File: config.mk
export PLATFORM = sky130hd
export DESIGN_NAME = seq_divider
export DESIGN_NICKNAME = d
export VERILOG_FILES = /design/src/rtl/seq_divider.sv
export SDC_FILE = /design/constraint.sdc
export NUM_CORES = 1
export LEC_CHECK = 0
export ABC_AREA = 1
export CAP_MARGIN = 10
export CORE_UTILIZATION = 50
export CTS_BUF_LIST = sky130_fd_sc_hd__clkbuf_4 sky130_fd_sc_hd__clkbuf_8 sky130_fd_sc_hd__clkbuf_16
export DETAILED_ROUTE_END_ITERATION = 8
export PLACE_DENSITY_LB_ADDON = 0.2
export SYNTH_ARGS = -nofsm -noshare
export SYNTH_HDL_FRONTEND = slang
export SYNTH_SLANG_ARGS = --single-unit
export TNS_END_PERCENT = 1
File: constraint.sdc
create_clock -name clk -period 2 [get_ports clk]
set_input_delay 0.4 -clock clk [delete_from_list [all_inputs] [get_ports clk]]
set_output_delay 0.4 -clock clk [all_outputs]
set_load 0.01 [all_outputs]
File: src/rtl/seq_divider.sv
// rtl/seq_divider.sv - sequential restoring divider, optional signed mode under SEQ_DIVIDER_SIGNED_EN
module seq_divider #(
    parameter int WIDTH = 8
) (
    input  logic             clk,
    input  logic             rst_n,
    input  logic             start,
    input  logic [WIDTH-1:0] dividend,
    input  logic [WIDTH-1:0] divisor,
    input  logic             sgn_mode,
    output logic             busy,
    output logic             done,
    output logic [WIDTH-1:0] quotient,
    output logic [WIDTH-1:0] remainder,
    output logic             div_by_zero
);

    localparam int CW = $clog2(WIDTH + 1);

    typedef enum logic [1:0] {
        IDLE = 2'd0,
        CALC = 2'd1,
        FIN  = 2'd2
    } state_t;

    state_t state_q, state_d;

    logic [CW-1:0]      cnt_q;
    logic [2*WIDTH-1:0] part_q;
    logic [WIDTH-1:0]   dvsr_q;
    logic               dbz_pend_q;
    logic               done_q;
    logic               dbz_q;
    logic [WIDTH-1:0]   quot_q;
    logic [WIDTH-1:0]   rem_q;

    logic [WIDTH-1:0]   dvnd_mag;
    logic [WIDTH-1:0]   dvsr_mag;
    logic [WIDTH:0]     hi;
    logic [WIDTH+1:0]   diff;
    logic [2*WIDTH-1:0] part_nx;
    logic [WIDTH-1:0]   quot_fin;
    logic [WIDTH-1:0]   rem_fin;

`ifdef SEQ_DIVIDER_SIGNED_EN
    logic               neg_q_q;
    logic               neg_r_q;
    logic [WIDTH-1:0]   dvnd_raw_q;
    logic               dvnd_neg;
    logic               dvsr_neg;
`else
    wire                unused_sgn_mode = sgn_mode;
`endif

    // State register
    always_ff @(posedge clk or negedge rst_n) begin
        if (!rst_n) begin
            state_q <= IDLE;
        end else begin
            state_q <= state_d;
        end
    end

    // Next-state: CALC runs for WIDTH cycles, FIN lasts one
    always_comb begin
        state_d = state_q;
        case (state_q)
            IDLE:    if (start) state_d = CALC;
            CALC:    if (cnt_q == CW'(WIDTH - 1)) state_d = FIN;
            FIN:     state_d = IDLE;
            default: state_d = IDLE;
        endcase
    end

    // Operand magnitudes taken at capture time
    always_comb begin
`ifdef SEQ_DIVIDER_SIGNED_EN
        dvnd_neg = sgn_mode & dividend[WIDTH-1];
        dvsr_neg = sgn_mode & divisor[WIDTH-1];
        dvnd_mag = dvnd_neg ? (~dividend + 1'b1) : dividend;
        dvsr_mag = dvsr_neg ? (~divisor + 1'b1) : divisor;
`else
        dvnd_mag = dividend;
        dvsr_mag = divisor;
`endif
    end

    // One restoring step: shift in next dividend bit, trial-subtract, keep if non-negative
    always_comb begin
        hi      = part_q[2*WIDTH-1:WIDTH-1];
        diff    = {1'b0, hi} - {2'b00, dvsr_q};
        part_nx = {part_q[2*WIDTH-2:0], 1'b0};
        if (!diff[WIDTH+1]) begin
            part_nx = {diff[WIDTH-1:0], part_q[WIDTH-2:0], 1'b1};
        end
    end

    // Result with sign correction; divide-by-zero bypasses correction
    always_comb begin
        quot_fin = part_q[WIDTH-1:0];
        rem_fin  = part_q[2*WIDTH-1:WIDTH];
`ifdef SEQ_DIVIDER_SIGNED_EN
        if (dbz_pend_q) begin
            quot_fin = '1;
            rem_fin  = dvnd_raw_q;
        end else begin
            if (neg_q_q) quot_fin = ~part_q[WIDTH-1:0] + 1'b1;
            if (neg_r_q) rem_fin  = ~part_q[2*WIDTH-1:WIDTH] + 1'b1;
        end
`endif
    end

    // Datapath: capture in IDLE, iterate in CALC, publish results in FIN
    always_ff @(posedge clk or negedge rst_n) begin
        if (!rst_n) begin
            cnt_q      <= '0;
            part_q     <= '0;
            dvsr_q     <= '0;
            dbz_pend_q <= 1'b0;
            done_q     <= 1'b0;
            dbz_q      <= 1'b0;
            quot_q     <= '0;
            rem_q      <= '0;
`ifdef SEQ_DIVIDER_SIGNED_EN
            neg_q_q    <= 1'b0;
            neg_r_q    <= 1'b0;
            dvnd_raw_q <= '0;
`endif
        end else begin
            done_q <= 1'b0;
            case (state_q)
                IDLE: begin
                    if (start) begin
                        cnt_q      <= '0;
                        part_q     <= {{WIDTH{1'b0}}, dvnd_mag};
                        dvsr_q     <= dvsr_mag;
                        dbz_pend_q <= (divisor == '0);
`ifdef SEQ_DIVIDER_SIGNED_EN
                        neg_q_q    <= dvnd_neg ^ dvsr_neg;
                        neg_r_q    <= dvnd_neg;
                        dvnd_raw_q <= dividend;
`endif
                    end
                end
                CALC: begin
                    part_q <= part_nx;
                    cnt_q  <= cnt_q + 1'b1;
                end
                FIN: begin
                    quot_q <= quot_fin;
                    rem_q  <= rem_fin;
                    dbz_q  <= dbz_pend_q;
                    done_q <= 1'b1;
                    cnt_q  <= '0;
                end
                default: ;
            endcase
        end
    end

    assign busy        = (state_q != IDLE);
    assign done        = done_q;
    assign quotient    = quot_q;
    assign remainder   = rem_q;
    assign div_by_zero = dbz_q;

endmodule

Yosys cells after proc, flatten, opt, wreduce, memory -nomap -nowiden:

Cells that the tools add are included.
Widths: inputs -> output; s select.

* flip-flop bits (word level): 49
* bits of input ports: 20
* word-level logic and storage cells: 34

* add/sub/neg operators: 2
* eq/ne operators: 5
* multiplexer cells: 9
* reductions and logical operators: 9

Operators with widths (number)
* $mux 16: 2
* $pmux 16 s2: 1
* $pmux 4 s3: 1
* $sub 9x8->10: 1
* $logic_not 8->1: 1
* $reduce_and 2->1: 4
* $add 4x1->4 const B: 1
* $eq 4x3->1 const B: 1
* $mux 2: 2
* $mux 4: 1
* $ne 2x2->1 const B: 2
* $pmux 2 s2: 1
* $reduce_bool 2->1: 2
* $reduce_bool 3->1: 1
* $eq 2x1->1 const B: 1
* $eq 2x2->1 const B: 1
* $logic_not 2->1: 1
* $mux 1: 1

Longest topological paths before layout:

* depth after elaboration: 3
* depth in mapped cells: 12
* gate-level depth less buffers: 12

Least setup slack after synthesis:

Ideal clock, no wire load.

* kind: register -> register
* from: register part_q[7]
* to: register part_q[12]
* library setup time: 121 ps
* data arrival time: 1544 ps
* required time: 1879 ps
* path slack: 334 ps
* cell stages (with the launch flop): 12
* buffers on the path: 0
* period minus slack after synthesis: 1666 ps
* cells stage by stage: dfrtp_1 inv_1 ha_1 inv_1 fa_1 nand2_1 nand2_1 nand2_1 xor2_1 nand2_2 nand2_1 o21ai_1

* cells in the longest elaborated chain, start to end: 3

RTL lines
* from (decl): RTL line 29 `logic [2*WIDTH-1:0] part_q;`
* from (signal assigned): RTL line 135 `part_q <= {{WIDTH{1'b0}}, dvnd_mag};`
* from (signal assigned): RTL line 146 `part_q <= part_nx;`
* $sub 9x8->10: RTL line 91 `diff = {1'b0, hi} - {2'b00, dvsr_q};`
* $mux 16: RTL line 93 `if (!diff[WIDTH+1]) begin`
* $pmux 16 s2: RTL line 131 `case (state_q)`

No other way between the ends.
A chain may end at the register's enable or synchronous reset.

Worst setup path after layout:

* from: register state_q[1]
* to: output busy

* cells in the longest elaborated chain, start to end: 1

RTL lines
* from (decl): RTL line 26 `state_t state_q, state_d;`
* from (signal assigned): RTL line 60 `state_q <= state_d;`
* $reduce_bool 2->1: RTL line 161 `assign busy = (state_q != IDLE);`
* to (decl): RTL line 11 `output logic busy,`

No other way between the ends.

==> results.yml <==
placed_design:
  place_ws_ns: 0.181
  placed_area_sq_mm: 0.00295
  gp_congestion: 0.880
  io_buffer_count: 37
  place_inst: 398
  place_hpwl_um: 3440
finish:
  design_area_sq_mm: 0.00306
  nFillCells: 466
  drive_gt1_frac: 0.0971
  nets: 369
  area.growth.synth_to_final_pct: 20.7
  final_cells: 407
  antenna_cells: 0
die:
  io_pins: 39
  rows: 25
  die_y_um: 73.2
  die-width_um: 73.2
  coreArea_sq_mm: 0.00482
  start_util: 0.527
  die_area_sq_mm: 0.00536
yosys:
  yosysTopAreaCellShare: 0.483
  syn_nets: 329
  synth_top_flop_cell: "dfrtp_1"
  synthXorXnorAreaFrac: 0.0138
  yosysTopAreaCell: "dfrtp_1"
  ys_ff_latch: 49
  synth-edff-count: 0
  synthCells: 299
  synth_seq_area_share: 0.483
  avgSynthCellArea_sq_um: 8.49
  ys_types: 36
  async_flop_share: 1.00
  synth_top_family_by_area: "simple AND/OR/NAND/NOR gates"
  syn_area_sq_mm: 0.00254
  synth_area_leaders: "dfrtp_1 48%, nand2_1 13%, inv_1 5.6%"
  synth_fa_ha_area_frac: 0.0523
  synth_compound_area_frac: 0.106
  ys_warn_count: 0
  synth.area.mux_share: 0.00394
  synth-simple-area-share: 0.251
routing:
  first_pass_iters: 4
  remaining_drc_errors: 0
  postRouteAntennaNets: 0
  top_layer: "met4"
  dr_total_vias: 1998
  drt-met1-wl_um: 2280
  drtIter0Drc: 122
  viasPerCell: 4.91
  totalWireLength_um: 4720
  wl_met2_um: 2130
  wl_per_cell_um: 11.6
  wl_met3_um: 239
pwr:
  p_comb_frac: 0.567
  p_switching_w: 0.00235
  clkPwrFrac: 0.114
  p_int_w: 0.00301
  ir_drop_mv: 0.949
  p_per_area_mw_per_mm2: 1750
  p_seq_frac: 0.320
  switching_share: 0.439
  total_leakage_power_nw: 1.53
worst_setup_path:
  worstSetupStartpointType: "flip-flop"
  critPathKind: "flip-flop to output port"
  cp_max_fo: 4
  end_kind: "output port"
  crit_arrival_ns: 1.46
  worst_ep_required_time_ns: 1.60
sta:
  finalCriticalPeriod_ns: 1.86
  setup_ws_ns: 0.138
  setup-tns-final_ns: 0
  maxSlewViolCount: 0
  holdWs_ns: 0.175
  rsz0062_at_grt: "false"
  hold_viol: 0
  fmax_mhz: 537
  slew_headroom: 0.606
  fin_skew_ns: 0.00788
  finalSetupViolCount: 0
  worst_slew_pin_slew_ns: 0.592
  min_period_over_period: 0.931
clock_network:
  post-cts-setup-buffer-count: 0
  cts_sinks: 49
  cts_buffers: 5
  cts_tree: "yes"
  clk_path_buf_depth: 2
  hold_buffers: 0
  clk_latency_ns: 0.31
  ctsResizeCount: 0
  htreeDepth: 2
  clockRootBuffer: "clkbuf_8"
  path_clk_slew_ns: 0.09
grt:
  grt_pass1_wl_um: 8110
  grt_max_degree: 50
  grt-ovfl-total: 0
  grt_util_all_layers: 0.204
  grt_pass1_vias: 1791
  antenna_found_initial: 0
run:
  maxCapViolations: 0
status:
  status: "complete, no violations"
min_path:
  hold_path_class: "input pin to async pin"
synthesized netlist by cell type, types with 2 or more instances:
cell type / n
nor2_1: 16
xnor2_1: 2
xor2_1: 2
nor2_2: 2
ha_1: 9
nand2_2: 2
or2_2: 2
nand2_1: 88
nand4_1: 5
inv_4: 2
buf_2: 6
buf_6: 3
a21oi_1: 7
inv_1: 38
inv_2: 2
nand3_1: 13
dfrtp_1: 49
a221oi_1: 2
nor3_1: 3
o21ai_0: 17
o211ai_1: 5
o21ai_1: 10
state kept, by name (all words and copies together), names as in the netlist:
signal,cells
div_by_zero,1
cnt_q,4
part_q,16
state_q,2
done,1
quotient,8
dbz_pend_q,1
dvsr_q,8
remainder,8
power groups by stage:
stage               logic (W)  registers, W  clock network [W]
floorplan             0.00223       0.00175                  0
global placement      0.00292       0.00171                  0
detailed placement    0.00300       0.00173                  0
CTS                   0.00302       0.00171           0.000622
global route          0.00353       0.00177           0.000665
finish                0.00304       0.00171           0.000609
per-layer routing:
metal / vias to the layer above / GRT usage
met5: - / 0
met4: 0 / 0.0654
met3: 6 / 0.0497
met2: 50 / 0.314
met1: 903 / 0.284
li1: 1039 / -
worst paths after layout:
| kind | start | to | slack [ns] | depth (start not counted) |
|---|---|---|---|---|
| min in group clk | remainder[1] | remainder[1] | 0.47 | 2 |
| worst min register to register | remainder[1] | remainder[1] | 0.47 | 2 |
| worst max register to register | part_q[7] | part_q[14] | 0.18 | 12 |
| worst max-delay path | state_q[1] | busy | 0.14 | 3 |
| max in group asynchronous | rst_n | part_q[9] | 1.43 | 2 |
| worst min-delay path | rst_n | part_q[13] | 0.17 | 2 |
cells by family (layout without fill, tap and decap cells):
| logic type | Yosys count | after routing |
|---|---|---|
| and+or+nand+nor | 139 | 140 |
| buffers and inverters | 51 | 91 |
| DFF | 49 | 49 |
| AOI/OAI and AO/OA | 45 | 45 |
| adders and majority gates | 10 | 10 |
| xor gates and xnor gates | 4 | 4 |
| muxes | 1 | 1 |
stage by stage:
stage	utilization	total power [W]
after floorplan	-	0.00397
after global placement	0.613	0.00463
after detailed placement	0.613	0.00473
after CTS	0.633	0.00535
after global routing	0.636	0.00596
final	0.636	0.00536
worst max-delay path, stage by stage (launching register included):
cell	delay [ns]
dfrtp_1	0.47
nor2_2	0.17
inv_1	0.05
clkdlybuf4s50_1	0.47
layout make-up:
type	instances	area (sq um)	area share
clock buffers	6	82.6	0.0270
clock inverters	2	13.8	0.00450
multi-input cells	200	1100	0.358
inverters	42	163	0.0531
well taps	67	83.8	0.0274
repair buffers	41	395	0.129
flip-flops and latches	49	1230	0.400
placed cells by master (no fill, tap or decap), types with 3 or more instances in the layout:
master	netlist	final
nand2_1	88	87
dfrtp_1	49	49
inv_1	38	37
clkdlybuf4s50_1	0	36
o21ai_0	17	17
nor2_1	16	16
nand3_1	13	13
o21ai_1	10	10
ha_1	9	9
a21oi_1	7	7
clkbuf_8	0	6
nand4_1	5	5
o211ai_1	5	5
buf_4	0	4
inv_2	2	3
nand2_2	2	3
nor3_1	3	3
No activity file was read; power rests on OpenSTA's default activity.
